## src/rtl/core_pkg.sv

```systemverilog
// -----------------------------------------------------------------------------
// core_pkg
// Definitions shared by the memory stage and its access FSM:
//   dtype_e    - destination register file encoding (P / R / F)
//   mm_state_e - memory access FSM state encoding
//   ex_mm_t    - EX/MM pipeline register bundle (everything except the
//                destination index, whose width is a module parameter)
//   is_misaligned - word alignment test on the low address bits
// -----------------------------------------------------------------------------
package core_pkg;

    typedef enum logic [1:0] {
        DT_P = 2'b00,
        DT_R = 2'b01,
        DT_F = 2'b10
    } dtype_e;

    typedef enum logic [1:0] {
        ST_IDLE   = 2'b00,
        ST_ACCESS = 2'b01,
        ST_FAULT  = 2'b10
    } mm_state_e;

    typedef struct packed {
        logic        valid;
        logic        load;
        logic        store;
        logic        wb_en;
        logic [1:0]  dtype;
        logic        res_p;
        logic [31:0] res_i;
        logic [31:0] res_f;
        logic [31:0] wdata;
    } ex_mm_t;

    // Only the two low address bits decide word alignment.
    function automatic logic is_misaligned(input logic [1:0] addr_lo);
        return addr_lo != 2'b00;
    endfunction

endpackage

```

## src/rtl/mm_access_fsm.sv

```systemverilog
// -----------------------------------------------------------------------------
// mm_access_fsm
// Data-memory access sequencer for the memory stage. Issues one req/ack
// transaction per aligned load/store held in the EX/MM register, counts wait
// cycles, and raises a one-cycle fault on timeout or misalignment.
// Ports:
//   clk, rst          clock, asynchronous active-high reset
//   i_op_valid        EX/MM register holds a valid load or store
//   i_store           that op is a store
//   i_addr, i_wdata   address and store data from the EX/MM register
//   i_ack             memory access complete
//   o_req, o_we       memory request / write enable
//   o_addr, o_wdata   memory address / write data
//   o_busy            stall request for the upstream stages
//   o_fault           one-cycle fault pulse (misaligned or timeout)
// -----------------------------------------------------------------------------
module mm_access_fsm
    import core_pkg::*;
#(
    parameter int TIMEOUT = 15
) (
    input  logic        clk,
    input  logic        rst,
    input  logic        i_op_valid,
    input  logic        i_store,
    input  logic [31:0] i_addr,
    input  logic [31:0] i_wdata,
    input  logic        i_ack,
    output logic        o_req,
    output logic        o_we,
    output logic [31:0] o_addr,
    output logic [31:0] o_wdata,
    output logic        o_busy,
    output logic        o_fault
);

    localparam int CNT_W = (TIMEOUT < 1) ? 1 : $clog2(TIMEOUT + 1);

    mm_state_e          r_state;
    logic [CNT_W-1:0]   r_wait_cnt;
    logic [CNT_W-1:0]   w_cnt_inc;
    logic               w_misaligned;
    logic               w_start;

    assign w_misaligned = is_misaligned(i_addr[1:0]);
    // An aligned op waiting in IDLE starts an access on the next edge.
    assign w_start      = i_op_valid & ~w_misaligned;
    assign w_cnt_inc    = r_wait_cnt + CNT_W'(1);

    always_ff @(posedge clk or posedge rst) begin
        if (rst) begin
            r_state    <= ST_IDLE;
            r_wait_cnt <= '0;
        end else begin
            case (r_state)
                ST_IDLE: begin
                    if (w_start) begin
                        r_state    <= ST_ACCESS;
                        r_wait_cnt <= '0;
                    end
                end
                ST_ACCESS: begin
                    // Ack is checked first so an ack on the last allowed
                    // cycle beats the timeout.
                    if (i_ack) begin
                        r_state <= ST_IDLE;
                    end else begin
                        r_wait_cnt <= w_cnt_inc;
                        if (w_cnt_inc == CNT_W'(TIMEOUT)) begin
                            r_state <= ST_FAULT;
                        end
                    end
                end
                ST_FAULT: begin
                    r_state <= ST_IDLE;
                end
                default: begin
                    r_state <= ST_IDLE;
                end
            endcase
        end
    end

    // Address and data come straight from the EX/MM register, which holds
    // while the access is outstanding, so they stay stable until ack/timeout.
    assign o_req   = (r_state == ST_ACCESS);
    assign o_we    = (r_state == ST_ACCESS) & i_store;
    assign o_addr  = i_addr;
    assign o_wdata = i_wdata;

    assign o_busy  = ((r_state == ST_ACCESS) & ~i_ack)
                   | ((r_state == ST_IDLE) & w_start);

    // A misaligned op never leaves IDLE; it faults in the cycle it sits in
    // the EX/MM register and retires on the following edge.
    assign o_fault = (r_state == ST_FAULT)
                   | ((r_state == ST_IDLE) & i_op_valid & w_misaligned);

endmodule

```

## src/rtl/mem_stage.sv

```systemverilog
// -----------------------------------------------------------------------------
// mem_stage
// Memory stage of the 5-stage core: EX/MM pipeline register, forwarding of
// the registered execution results, data-memory access via mm_access_fsm,
// and the MM/WB register feeding writeback.
// Ports:
//   clk, rst                       clock, asynchronous active-high reset
//   ex_valid/ex_busy               execution stage handshake
//   ex_load/ex_store/ex_wb_en      instruction class and write enable
//   ex_dtype/ex_dest               destination file and index
//   result_P/result_I/result_F     execution results (result_I = address)
//   Wdata                          store data
//   pval_mm/rval_mm/fval_mm        forwarding from the EX/MM register
//   mm_busy                        stall request to upstream stages
//   dmem_*                         data memory req/ack interface
//   wb_valid/wb_dtype/wb_dest/wb_data  MM/WB register
//   mem_fault                      one-cycle fault pulse
// -----------------------------------------------------------------------------
module mem_stage
    import core_pkg::*;
#(
    parameter int REG_W   = 5,
    parameter int TIMEOUT = 15
) (
    input  logic             clk,
    input  logic             rst,
    input  logic             ex_valid,
    input  logic             ex_busy,
    input  logic             ex_load,
    input  logic             ex_store,
    input  logic             ex_wb_en,
    input  logic [1:0]       ex_dtype,
    input  logic [REG_W-1:0] ex_dest,
    input  logic             result_P,
    input  logic [31:0]      result_I,
    input  logic [31:0]      result_F,
    input  logic [31:0]      Wdata,
    output logic             pval_mm,
    output logic [31:0]      rval_mm,
    output logic [31:0]      fval_mm,
    output logic             mm_busy,
    output logic             dmem_req,
    output logic             dmem_we,
    output logic [31:0]      dmem_addr,
    output logic [31:0]      dmem_wdata,
    input  logic             dmem_ack,
    input  logic [31:0]      dmem_rdata,
    output logic             wb_valid,
    output logic [1:0]       wb_dtype,
    output logic [REG_W-1:0] wb_dest,
    output logic [31:0]      wb_data,
    output logic             mem_fault
);

    ex_mm_t             r_mm;
    logic [REG_W-1:0]   r_mm_dest;

    logic               r_wb_valid;
    logic [1:0]         r_wb_dtype;
    logic [REG_W-1:0]   r_wb_dest;
    logic [31:0]        r_wb_data;

    logic               w_mem_op;
    logic               w_busy;
    logic               w_fault;
    logic               w_retire;
    logic [31:0]        w_wb_data;

    // ---------------- EX/MM register ----------------
    always_ff @(posedge clk or posedge rst) begin
        if (rst) begin
            r_mm      <= '0;
            r_mm_dest <= '0;
        end else if (!w_busy) begin
            r_mm.valid <= ex_valid & ~ex_busy;
            r_mm.load  <= ex_load;
            r_mm.store <= ex_store;
            r_mm.wb_en <= ex_wb_en;
            r_mm.dtype <= ex_dtype;
            r_mm.res_p <= result_P;
            r_mm.res_i <= result_I;
            r_mm.res_f <= result_F;
            r_mm.wdata <= Wdata;
            r_mm_dest  <= ex_dest;
        end
    end

    assign w_mem_op = r_mm.valid & (r_mm.load | r_mm.store);

    // ---------------- Access FSM ----------------
    mm_access_fsm #(
        .TIMEOUT (TIMEOUT)
    ) u_fsm (
        .clk        (clk),
        .rst        (rst),
        .i_op_valid (w_mem_op),
        .i_store    (r_mm.store),
        .i_addr     (r_mm.res_i),
        .i_wdata    (r_mm.wdata),
        .i_ack      (dmem_ack),
        .o_req      (dmem_req),
        .o_we       (dmem_we),
        .o_addr     (dmem_addr),
        .o_wdata    (dmem_wdata),
        .o_busy     (w_busy),
        .o_fault    (w_fault)
    );

    // ---------------- WB mux and MM/WB register ----------------
    assign w_retire = r_mm.valid & ~w_busy;

    always_comb begin
        w_wb_data = r_mm.res_i;
        if (r_mm.load) begin
            w_wb_data = dmem_rdata;
        end else begin
            case (r_mm.dtype)
                DT_P:    w_wb_data = {31'd0, r_mm.res_p};
                DT_F:    w_wb_data = r_mm.res_f;
                default: w_wb_data = r_mm.res_i;
            endcase
        end
    end

    always_ff @(posedge clk or posedge rst) begin
        if (rst) begin
            r_wb_valid <= 1'b0;
            r_wb_dtype <= '0;
            r_wb_dest  <= '0;
            r_wb_data  <= '0;
        end else begin
            r_wb_valid <= w_retire & r_mm.wb_en & ~r_mm.store & ~w_fault;
            if (w_retire) begin
                r_wb_dtype <= r_mm.dtype;
                r_wb_dest  <= r_mm_dest;
                r_wb_data  <= w_wb_data;
            end
        end
    end

    // ---------------- Outputs ----------------
    // Forwarding never carries load data; load-use is stalled upstream.
    assign pval_mm   = r_mm.res_p;
    assign rval_mm   = r_mm.res_i;
    assign fval_mm   = r_mm.res_f;
    assign mm_busy   = w_busy;
    assign mem_fault = w_fault;
    assign wb_valid  = r_wb_valid;
    assign wb_dtype  = r_wb_dtype;
    assign wb_dest   = r_wb_dest;
    assign wb_data   = r_wb_data;

endmodule
```

## config.mk

```make
export PLATFORM = sky130hd
export DESIGN_NAME = mem_stage
export DESIGN_NICKNAME = d
export VERILOG_FILES = /design/src/rtl/core_pkg.sv /design/src/rtl/mm_access_fsm.sv /design/src/rtl/mem_stage.sv
export SDC_FILE = /design/constraint.sdc
export NUM_CORES = 1
export LEC_CHECK = 0
export BUFFER_PORTS_ARGS = -buffer_cell sky130_fd_sc_hd__buf_2
export CAP_MARGIN = 20
export CORE_UTILIZATION = 34
export DETAILED_ROUTE_END_ITERATION = 10
export PLACE_DENSITY = 0.67
export SLEW_MARGIN = 20
export SYNTH_ARGS = -nofsm -noshare
export SYNTH_HDL_FRONTEND = slang
export SYNTH_SLANG_ARGS = --single-unit
export TNS_END_PERCENT = 1
```

## constraint.sdc

```tcl
create_clock -name clk -period 4.6 [get_ports clk]
set_input_delay 0.23 -clock clk [delete_from_list [all_inputs] [get_ports clk]]
set_output_delay 0.23 -clock clk [all_outputs]
set_load 0.02 [all_outputs]
```

==> metrics.yaml <==
worst_setup_path:
  critPathArrivalTime_ns: 2.59
  crit-reg2reg-capture: "rval_mm[25]"
  regToRegStartpoint: "rval_mm[1]"
  cp_slowest_cell: "buf_4"
  critPathMaxStageDelay_ns: 0.57
  cpLargestDelayFamily: "buffers and inverters"
  path_depth: 5
  cp.required_ns: 4.37
  cp_max_fo: 53
  path_buf_inv: 2
  cp_cell_sequence: "or3_1, or2_1, a21oi_4, buf_4, buf_2"
  crit_path_end_kind: "output pin"
  reg2reg_setup_slack_ns: 2.08
  reg2regPathDepth: 5
  start_kind: "flop"
  critPathKind: "reg2out"
synthesis:
  synth-edff-count: 0
  ys_warn_count: 0
  synth_cells: 622
  syn_nets: 768
  yosysSeqAreaShare_pct: 51.5
  synth.distinct_cells: 35
  ys_seq_elements: 154
  synthArstFlopShare_pct: 100
  synth_top_flop_cell: "dfrtp_1"
  syn_area_um2: 7480
  avgSynthCellArea_um2: 12.0
sta:
  period_needed_ns: 2.82
  clock_skew_ns: 0.0103
  max-slew-margin-rel_pct: 47.3
  hold_viol: 0
  max_freq_mhz: 354
  finalCritPeriodShare_pct: 61.4
  worst_slew_pin_slew_ns: 0.790
  rsz0062_at_grt: "no"
  finalMaxSlewViolations: 0
  tns_ns: 0
  finalSetupViolations: 0
power_and_ir_drop:
  p_clk_share_pct: 36.5
  sequentialPowerShare_pct: 40.8
  power.switching_mw: 1.29
  comb_power_share_pct: 22.6
  p_sw_share_pct: 31.4
  power_density_nw_per_um2: 456
  power.internal_mw: 2.82
  power_mw: 4.12
  leakagePower_nw: 4.31
  ir_worst_vdd_mv: 0.222
status:
  status: "completed"
placed_design:
  hpwlAfterDp_um: 12500
  gp_congestion: 0.768
  io_buffers: 316
  dp.cells: 1058
  placed_area_um2: 8340
routing:
  ant_nets: 0
  wl_um: 17400
  drt_iter0_markers: 153
  post_drt_wl_per_cell_um: 15.9
  detail_route.vias_per_cell: 4.66
  highest_layer: "met4"
  drt-met1-wl_um: 7110
  wl_met3_um: 1540
  met2WireLength_um: 8610
  vias: 5116
  drc_errors: 0
  dr.pass1.iters: 4
floorplanning:
  die_w_um: 150
  num_io_pins: 317
  initial_core_util_pct: 35.1
  rows: 53
  die_y_um: 150
  coreArea_um2: 21300
  dieArea_um2: 22600
cts:
  clock-sinks: 154
  cts_made_buffers: 17
  clock_latency_ns: 0.41
  clk_pin_slew_ns: 0.07
  clk_path_buf_depth: 2
  cts-root-buf: "clkbuf_16"
  cts_setup_buffers: 0
  cts_tree: "yes"
  h-tree-depth: 4
layout:
  layout-drive-gt1-share_pct: 50.1
  final_area_um2: 9030
  fin_cells: 1097
  synthToLayoutAreaGrowth_pct: 20.8
  final_nets: 955
  antennaDiodeCount: 0
  fill_cells: 2020
global_route:
  track_usage_pct: 15.3
  grt_pass1_vias: 4913
  grt_max_degree: 85
  antenna_found_initial: 0
  grt_pass1_wl_um: 26300
  overflow: 0
hold_path:
  hold_path_startpoint: "result_F[11]"
  min_to: "fval_mm[11]"
  min_path_type: "in2reg"
  whs_path_depth: 2
run:
  cap_violations: 0
## worst register-to-register path, stage by stage (launching register included)
cell	delay (ns)
dfrtp_1	0.42
or3_1	0.44
or2_1	0.28
a21oi_4	0.17
buf_4	0.61
mux2_2	0.48
## layer usage
layer / global-route usage, % / up-vias
met1: 17.9 / 2497
met5: 0 / -
met2: 26.1 / 202
li1: - / 2409
met3: 5.85 / 8
met4: 3.89 / 0
## cell usage after synthesis (9+ instances only)
| library cell | count | area share, % |
|---|---|---|
| nand2_1 | 44 | 2.2 |
| nor2b_1 | 27 | 2.3 |
| buf_4 | 129 | 13 |
| o31ai_1 | 23 | 2.3 |
| o21ai_0 | 9 | 0.60 |
| clkbuf_1 | 22 | 1.1 |
| mux2_2 | 50 | 7.5 |
| dfrtp_1 | 154 | 52 |
| a21oi_1 | 21 | 1.4 |
| mux2_1 | 65 | 9.8 |
| a221oi_1 | 23 | 2.7 |
## flip-flops by register name (all words and copies together), names as in the netlist, 2 cells and up
| signal | count |
|---|---|
| u_fsm.r_state | 2 |
| fval_mm | 32 |
| wb_dtype | 2 |
| wb_dest | 5 |
| r_mm | 38 |
| wb_data | 32 |
| rval_mm | 32 |
| u_fsm.r_wait_cnt | 4 |
| r_mm_dest | 5 |
## power by group through the flow
stage                     combinational [mW]  clock, mW  sequential (mW)
after CTS                              0.945       1.54             1.69
final                                  0.932       1.50             1.68
after detailed placement               0.944          0             1.71
after floorplan                        0.633          0             1.79
after global routing                    1.02       1.60             1.71
after global placement                 0.934          0             1.70
## cell type report
| type | count | area (µm²) | share of cell area [%] |
|---|---|---|---|
| Clock buffer | 19 | 433 | 4.79 |
| Clock inverter | 13 | 190 | 2.11 |
| Inverter | 7 | 31.3 | 0.346 |
| Multi-Input combinational cell | 297 | 2440 | 27.1 |
| Sequential cell | 154 | 3860 | 42.7 |
| Tap cell | 275 | 344 | 3.81 |
| Timing Repair Buffer | 332 | 1730 | 19.2 |
## logic make-up after synthesis
logic type	synth area share [%]
buffers and inverters	15.9
flip-flops	51.5
multiplexers	17.7
AND/OR/NAND/NOR	6.16
AO/OA/AOI/OAI	8.17
adder cells (fa/ha/maj)	0.335
XOR/XNOR	0.117
## per-stage QoR
step	util (%)	worst slack, ns	hold WS, ns
2_1_floorplan	-	0.220	0.362
3_3_place_gp	39.2	2.11	0.370
3_5_place_dp	39.2	2.09	0.375
4_1_cts	42.1	1.72	0.00236
5_1_grt	42.4	1.58	0.00290
6_report	42.4	1.78	0.0243
## layout by cell type, fill, tap and decap left out, drive strengths merged
master / instances
buf: 325
dfrtp: 154
mux2: 115
nand2: 44
nor2b: 27
a221oi: 23
o31ai: 23
a21oi: 22
clkbuf: 19
o21ai: 11
inv: 11
nand3b: 8
dlygate4sd3: 7
bufinv: 4
clkinvlp: 4
o22ai: 3
mux2i: 3
nor2: 2
ha: 2
or3: 1
or3b: 1
o311ai: 1
nand2b: 1
or2: 1
o21bai: 1
nand4b: 1
and2: 1
xnor2: 1
a211oi: 1
nand3: 1
nor3: 1
and3: 1
a311o: 1
clkinv: 1
## repair_timing
action / in CTS / in global routing
resized for setup: 0 / 0
hold buffers: 1 / 6
hold endpoints to repair: 70 / 6
## worst max path at each step
stage,startpoint,endpoint
2_1_floorplan,rst,fval_mm[0]
3_3_place_gp,rval_mm[1],rval_mm[25]
3_5_place_dp,rval_mm[1],rval_mm[25]
4_1_cts,rval_mm[1],mm_busy
5_1_grt,rval_mm[1],mm_busy
6_report,rval_mm[1],mm_busy
(Power assumes the default switching activity.)
